===== src/rtl/counter_pkg.sv =====
// Shared definitions for the up/down counter family: the per-edge action
// encoding and the load clamp helper. Imported by counter_updown_n.
package counter_pkg;

  // One action is chosen per clock edge; clear outranks load outranks enable.
  typedef enum logic [2:0] {
    ACT_IDLE  = 3'd0,
    ACT_CLEAR = 3'd1,
    ACT_LOAD  = 3'd2,
    ACT_UP    = 3'd3,
    ACT_DOWN  = 3'd4
  } action_e;

  // Saturate a requested value at the counter's highest legal count, so a
  // load can never place the counter outside 0..max_val.
  function automatic logic [31:0] clamp_to_max(input logic [31:0] value,
                                               input logic [31:0] max_val);
    return (value > max_val) ? max_val : value;
  endfunction

  // Resolve the control inputs to the single action that takes effect.
  function automatic action_e decode_action(input logic clear,
                                            input logic load,
                                            input logic enable,
                                            input logic up);
    action_e act;
    if (clear)       act = ACT_CLEAR;
    else if (load)   act = ACT_LOAD;
    else if (enable) act = up ? ACT_UP : ACT_DOWN;
    else             act = ACT_IDLE;
    return act;
  endfunction

endpackage


===== src/rtl/counter_step.sv =====
// Combinational single-step of a modulo-(MAX_VAL+1) counter in either
// direction. at_limit flags that the step wraps around the modulus; the top
// level uses it both for the terminal-count output and the wrap/overflow set.
module counter_step #(
  parameter int unsigned WIDTH   = 8,
  parameter logic [31:0] MAX_VAL = 32'((64'd1 << WIDTH) - 64'd1)
) (
  input  logic [WIDTH-1:0] count,
  input  logic             up,
  output logic [WIDTH-1:0] next_val,
  output logic             at_limit
);

  localparam logic [WIDTH-1:0] MAX_W = WIDTH'(MAX_VAL);

  // Next value: wrap at the limit, otherwise step by one; the increment is
  // never taken at MAX_VAL, so no value beyond the modulus is ever formed.
  always_comb begin
    at_limit = up ? (count == MAX_W) : (count == '0);
    next_val = count;
    if (at_limit)  next_val = up ? '0 : MAX_W;
    else if (up)   next_val = count + WIDTH'(1);
    else           next_val = count - WIDTH'(1);
  end

endmodule


===== src/rtl/counter_updown_n.sv =====
// Parametrised up/down counter with clear, clamped parallel load, terminal
// count for cascading, registered wrap pulse and sticky overflow flag.
// Optional macro COUNTER_UPDOWN_SNAPSHOT_EN adds a capture input and a
// snapshot register holding the pre-edge count.
module counter_updown_n
  import counter_pkg::*;
#(
  parameter int unsigned WIDTH     = 8,
  parameter logic [31:0] MAX_VAL   = 32'((64'd1 << WIDTH) - 64'd1),
  parameter logic [31:0] RESET_VAL = 32'd0
) (
  input  logic             clock,
  input  logic             reset,
  input  logic             enable,
  input  logic             up,
  input  logic             clear,
  input  logic             load,
  input  logic [WIDTH-1:0] load_val,
  output logic [WIDTH-1:0] count,
  output logic             tc,
  output logic             wrap,
  output logic             overflow
`ifdef COUNTER_UPDOWN_SNAPSHOT_EN
  ,
  input  logic             capture,
  output logic [WIDTH-1:0] snapshot
`endif
);

  localparam logic [WIDTH-1:0] RESET_W = WIDTH'(RESET_VAL);

  logic [WIDTH-1:0] count_q, count_d;
  logic             wrap_q, wrap_d;
  logic             overflow_q, overflow_d;
  logic [WIDTH-1:0] step_next;
  logic             at_limit;
  action_e          act;

  counter_step #(
    .WIDTH   (WIDTH),
    .MAX_VAL (MAX_VAL)
  ) u_step (
    .count    (count_q),
    .up       (up),
    .next_val (step_next),
    .at_limit (at_limit)
  );

  // Pick the one action that applies on the coming edge.
  always_comb act = decode_action(clear, load, enable, up);

  // Next-state for count, wrap and overflow; wrap defaults low so it is a
  // single-cycle pulse, overflow defaults to holding.
  always_comb begin
    count_d    = count_q;
    wrap_d     = 1'b0;
    overflow_d = overflow_q;
    case (act)
      ACT_CLEAR: begin
        count_d    = RESET_W;
        overflow_d = 1'b0;
      end
      ACT_LOAD: begin
        count_d    = WIDTH'(clamp_to_max(32'(load_val), MAX_VAL));
        overflow_d = 1'b0;
      end
      ACT_UP, ACT_DOWN: begin
        count_d    = step_next;
        wrap_d     = at_limit;
        overflow_d = overflow_q | at_limit;
      end
      default: ;
    endcase
  end

  // State registers, asynchronously returned to their reset values.
  always_ff @(posedge clock or posedge reset) begin
    if (reset) begin
      count_q    <= RESET_W;
      wrap_q     <= 1'b0;
      overflow_q <= 1'b0;
    end else begin
      count_q    <= count_d;
      wrap_q     <= wrap_d;
      overflow_q <= overflow_d;
    end
  end

  // Terminal count is unregistered so a chained stage steps on the same edge.
  always_comb tc = enable & at_limit;

  assign count    = count_q;
  assign wrap     = wrap_q;
  assign overflow = overflow_q;

`ifdef COUNTER_UPDOWN_SNAPSHOT_EN
  logic [WIDTH-1:0] snapshot_q, snapshot_d;

  // Capture the count as it stands before this edge's update.
  always_comb snapshot_d = capture ? count_q : snapshot_q;

  // Snapshot register; only reset touches it, clear and load do not.
  always_ff @(posedge clock or posedge reset) begin
    if (reset) snapshot_q <= '0;
    else       snapshot_q <= snapshot_d;
  end

  assign snapshot = snapshot_q;
`else
  // No capture port and no snapshot register in this build.
`endif

endmodule


===== config.mk =====
export PLATFORM = sky130hd
export DESIGN_NAME = counter_updown_n
export DESIGN_NICKNAME = d
export VERILOG_FILES = /design/src/rtl/counter_pkg.sv /design/src/rtl/counter_step.sv /design/src/rtl/counter_updown_n.sv
export SDC_FILE = /design/constraint.sdc
export NUM_CORES = 1
export LEC_CHECK = 0
export BUFFER_PORTS_ARGS = -buffer_cell sky130_fd_sc_hd__buf_2
export CORE_MARGIN = 10
export CORE_UTILIZATION = 55
export CTS_BUF_LIST = sky130_fd_sc_hd__clkbuf_8
export CTS_CLUSTER_DIAMETER = 80
export DETAILED_ROUTE_END_ITERATION = 7
export PLACE_DENSITY = 0.89
export SYNTH_ARGS = -nofsm -noshare
export SYNTH_HDL_FRONTEND = slang
export SYNTH_HIERARCHICAL = 1
export SYNTH_SLANG_ARGS = --single-unit

===== constraint.sdc =====
create_clock -name clock -period 4.85 [get_ports clock]
set_clock_uncertainty 0.15 [all_clocks]
set_input_delay 0.97 -clock clock [delete_from_list [all_inputs] [get_ports clock]]
set_output_delay 0.97 -clock clock [all_outputs]
set_load 0.02 [all_outputs]

---- Word level (Yosys, flattened, before mapping) ----
Cells that the tools add are included.
word-level totals
  word-level logic and storage cells ...... 28
  bits of input ports ..................... 14
  flip-flop bits (word level) ............. 10
  output and inout port bits .............. 11
operators by class
  reductions and logical operators ........ 5
  add/sub/neg operators ................... 2
  multiplexer cells ....................... 11
  eq/ne operators ......................... 5
  bitwise operators ....................... 2
operators by type and width
  cell                                                 count
  two-way mux 8 bit                                    3
  one-hot mux 8 bit (3 select lines)                   1
  two-way mux 3 bit                                    4
  adder 8 x 1 -> 8 bit, second input constant          1
  equality test 8 bit, second input constant           1
  logical NOT 8 bit                                    1
  subtractor 8 x 1 -> 8 bit, second input constant     1
  equality test 3 x 2 -> 1 bit, second input constant  2
  OR reduction 2 bit                                   2
  equality test 3 x 1 -> 1 bit, second input constant  1
  equality test 3 bit, second input constant           1
  nonzero test 3 bit                                   1
  two-way mux 1 bit                                    2
  one-hot mux 1 bit (2 select lines)                   1
  nonzero test 2 bit                                   1
  bitwise AND 1 bit                                    1
  bitwise OR 1 bit                                     1

---- Longest topological paths before layout ----
  word-level depth ........................ 7
  mapped depth ............................ 8
  depth with buffers taken out ............ 8

---- Modules after synthesis ----
Netlist, hierarchy kept.
by module, submodules not included
  module            area each (µm²)  instances  cells an instance
  counter_updown_n  496.7            1          43
  counter_step      389.1            1          56

---- Worst setup path before layout ----
No wires, ideal clock.
  path type ............................... in2reg
  from .................................... input port up
  to ...................................... register count_q[7] (netlist: count[7])
  data arrival time ....................... 2643 ps
  stages on the path ...................... 8
  setup slack ............................. 1963 ps
  path through ............................ inv_1 -> ha_1 -> a211oi_2 -> nor3_1 -> or4b_1 -> o211ai_2 -> mux2i_1 -> a211oi_1
between the ends
  elaborated cells between the ends (all ways) .. 15
  those cells by class .................... 4 x eq/ne; 9 x mux; 2 x reduce/logical
RTL lines
  element                                    line                    text
  start: declaration                         counter_updown_n.sv:15  input logic up,
  two-way mux 8 bit (tied with other cells)  counter_step.sv:22      else if (up) next_val = count + WIDTH'(1);
  two-way mux 8 bit (*)                      counter_step.sv:21      if (at_limit) next_val = up ? '0 : MAX_W;
  named net step_next[7]                     counter_updown_n.sv:35  logic [WIDTH-1:0] step_next;
  one-hot mux 8 bit (3 select lines) (*)     counter_updown_n.sv:58  case (act)
  end signal: assignment                     counter_updown_n.sv:83  count_q <= count_d;
  end: declaration                           counter_updown_n.sv:32  logic [WIDTH-1:0] count_q, count_d;
Mark *: on every way through the listed nets, which the timed path passes. The rest lies on a longest branch.
A chain may end at the register's enable or synchronous reset.

---- Final worst setup path ----
  from .................................... input port up
  to ...................................... output port tc
between the ends
  cells in the longest elaborated chain, start to end .. 2
RTL lines
  element             line                    text
  two-way mux 1 bit   counter_step.sv:19      at_limit = up ? (count == MAX_W) : (count == '0);
  named net at_limit  counter_updown_n.sv:36  logic at_limit;
  bitwise AND 1 bit   counter_updown_n.sv:90  always_comb tc = enable & at_limit;
  end: declaration    counter_updown_n.sv:20  output logic tc,
The timed path passes the listed nets, and every way through them passes these cells.

==> metrics <==
outcome finished, final reports clean; CTS H-Tree Depth 1; wire length reported by the detailed router 2.38 mm; clock-pin slew reported for the worst setup and hold paths after clock tree synthesis 50 ps; Min-Delay Path Class flip-flop to flip-flop; total number of clock tree sinks 10; Worst Tran Pin Value 609 ps; final worst path period share 0.680; Yosys top cell area share 0.282; share of flip-flops with an asynchronous set or reset after synthesis 1.00; largest fanout of any net on the critical path 8; worst hold slack after final layout 409 ps; TritonCTS clock tree yes; antenna violations before repair 0; kind of critical path input port to primary output; top cell type by total area after synthesis dfrtp_1; first-pass GRT wire length 3.91 mm; Inserted Diodes 0; Chip Height 60.1 um; Sum Neg Setup Slack 0 ps; capturing element type of the critical path primary output; Syn Std Cell Area 886 um2; Max Buffers Root-to-Sink 2; horizontal extent of the die 60.1 um; nets@finish 146; largest net degree at the start of global routing 12; via count of the first global-routing pass 923; fraction of layout instances using a drive strength above 1 0.282; core box area 1510 um2; routed via count 876; top post-synthesis cells by area dfrtp_1 28%, mux2i_1 9.0%, a211oi_1 8.5%; worst slack after detailed placement 1570 ps; Peak supply drop 0.000234 V; total track usage 0.140; Leak Pwr 0.529 nW; final setup violating endpoints 0; buffers added on ports 24; cells along the critical path buf_2 > inv_1 > nand4_1 > nand2_1 > and2_2 > buf_2; CTS Root Cell clkbuf_8; Die Outline Area 3620 um2; crit-path most repeated cell buf_2; Max stage delay on crit path 350 ps; clock latency on the worst-skew pair 240 ps; final count of hold timing violations 0; total I/O pin count 25; number of buffers added by the clock tree synthesis step 3; Post-synth top cells 10 x a211oi_1, 10 x dfrtp_1, 8 x mux2i_1, 8 x nor2b_1; vias per std cell 6.26; normalized max-slew margin 0.591; Detailed Route Iter0 Violations 25; DR DRC count 0; total of warnings raised by yosys 6; Overflow after GRT 0; final count of pins violating max slew 0; unrepaired setup endpoints after global routing no; Layout Area Growth over Synthesis 19.9%; mean instance size in the synthesized netlist 8.95 um2; effective utilization at floorplan 0.588; number of register bits inferred by synthesis 10; final core area utilization 0.705; setup ws final 1550 ps; max-cap violation count 0; net count of the mapped netlist 120; wire per inst 17.0 um; row count 14; Synth Flop Type dfrtp_1; setup bufs post-CTS 0; synthesized instance count 99; hold buffer count at cts 0; placed wire-length estimate after detailed placement 1.94 mm; Seq/Total Area, Yosys 0.282; slowest library cell on the worst path nand4_1; Fmax achieved 0.303 GHz; weighted congestion reported at the end of routability-driven placement 0.856; Power Dens Cells 295 nW/um2; Detailed Routing Iterations Pass 1 4; cell family with most CP delay simple AND/OR/NAND/NOR gates; post_cts resized 0; final antenna-violating net count 0; type of element launching the critical path input port; number of synthesized flops with an enable pin 0; Required @ worst endpoint 3730 ps; CP Buf/Inv Count 3; data arrival at the endpoint of the critical path 2180 ps; time the worst path needs with I/O delays and setup 3300 ps; count of unique library cells instantiated by Yosys 31
final timing paths:
kind                          start        to  cells past startpoint  slack, ps
max in group asynchronous     reset  count[2]                      2       3740
min in group asynchronous     reset  overflow                      2        540
max reg2reg                count[0]  count[6]                      7       2400
max                              up        tc                      6       1550
min reg2reg                overflow  overflow                      2        410
min                        overflow  overflow                      2        410
power breakdown:
part	switching (mW)	total, mW	internal [mW]	leakage, nW
Clock	0.0323	0.104	0.0713	0.0288
Sequential	0.0101	0.100	0.0899	0.130
Combinational	0.0627	0.110	0.0476	0.370
Total	0.105	0.314	0.209	0.529
worst reg2reg max path, stage by stage, from the launching register on:
cell and delay, ps:
dfrtp_1 480, fa_1 490, a211oi_1 250, o21ai_0 180, and3_1 200, o31ai_1 220
mux2i_1 130, a211oi_1 250
per-layer routing:
layer | vias up | part of all wire | routed length (um) | track usage
met5 | - | 0 | 0 | 0
met4 | 0 | 0.020 | 48 | 0.0865
met3 | 5 | 0.071 | 168 | 0.0403
met2 | 38 | 0.52 | 1230 | 0.241
met1 | 409 | 0.39 | 932 | 0.145
li1 | 424 | - | - | -
logic make-up (layout without fill, tap and decap cells):
group	after synthesis	after routing	synth area share
AND/OR/NAND/NOR	34	34	0.213
AO/OA/AOI/OAI	30	30	0.239
flip-flops	10	10	0.282
multiplexers	8	8	0.0904
adder cells (fa/ha/maj)	7	7	0.107
buffers and inverters	7	32	0.0381
XOR/XNOR	3	3	0.0297
registers in the layout, indices dropped and copies added (netlist names):
register  cells
count         8
overflow      1
wrap          1
cell usage in the layout (no fill, tap or decap), drive strengths merged:
cell    count
buf        24
a211oi     12
dfrtp      10
mux2i       8
nor2b       8
o21ai       7
ha          6
a21oi       5
nand2       5
nor3        4
inv         4
clkbuf      4
nor2        4
o31ai       3
nand4       2
nand3       2
or2         2
and3        2
xnor2       2
a21o        2
and2        1
nor3b       1
nor4        1
or3         1
xor2        1
or4b        1
o211ai      1
fa          1
cell type report:
class	instances	area, um2
multi-input combinational	82	602
fill	113	444
sequential	10	250
timing repair buffer	24	120
clock buffer	4	55.1
tap	16	20.0
inverter	4	15.0
metrics by stage:
| stage | total power, mW | cell area, um2 | instances |
|---|---|---|---|
| global placement | 0.205 | 1010 | 136 |
| global route | 0.333 | 1060 | 140 |
| finish | 0.314 | 1060 | 140 |
| floorplan | 0.180 | 886 | 99 |
| CTS | 0.316 | 1060 | 140 |
| detailed placement | 0.210 | 1010 | 136 |
Power figures use the tool's default switching activity.
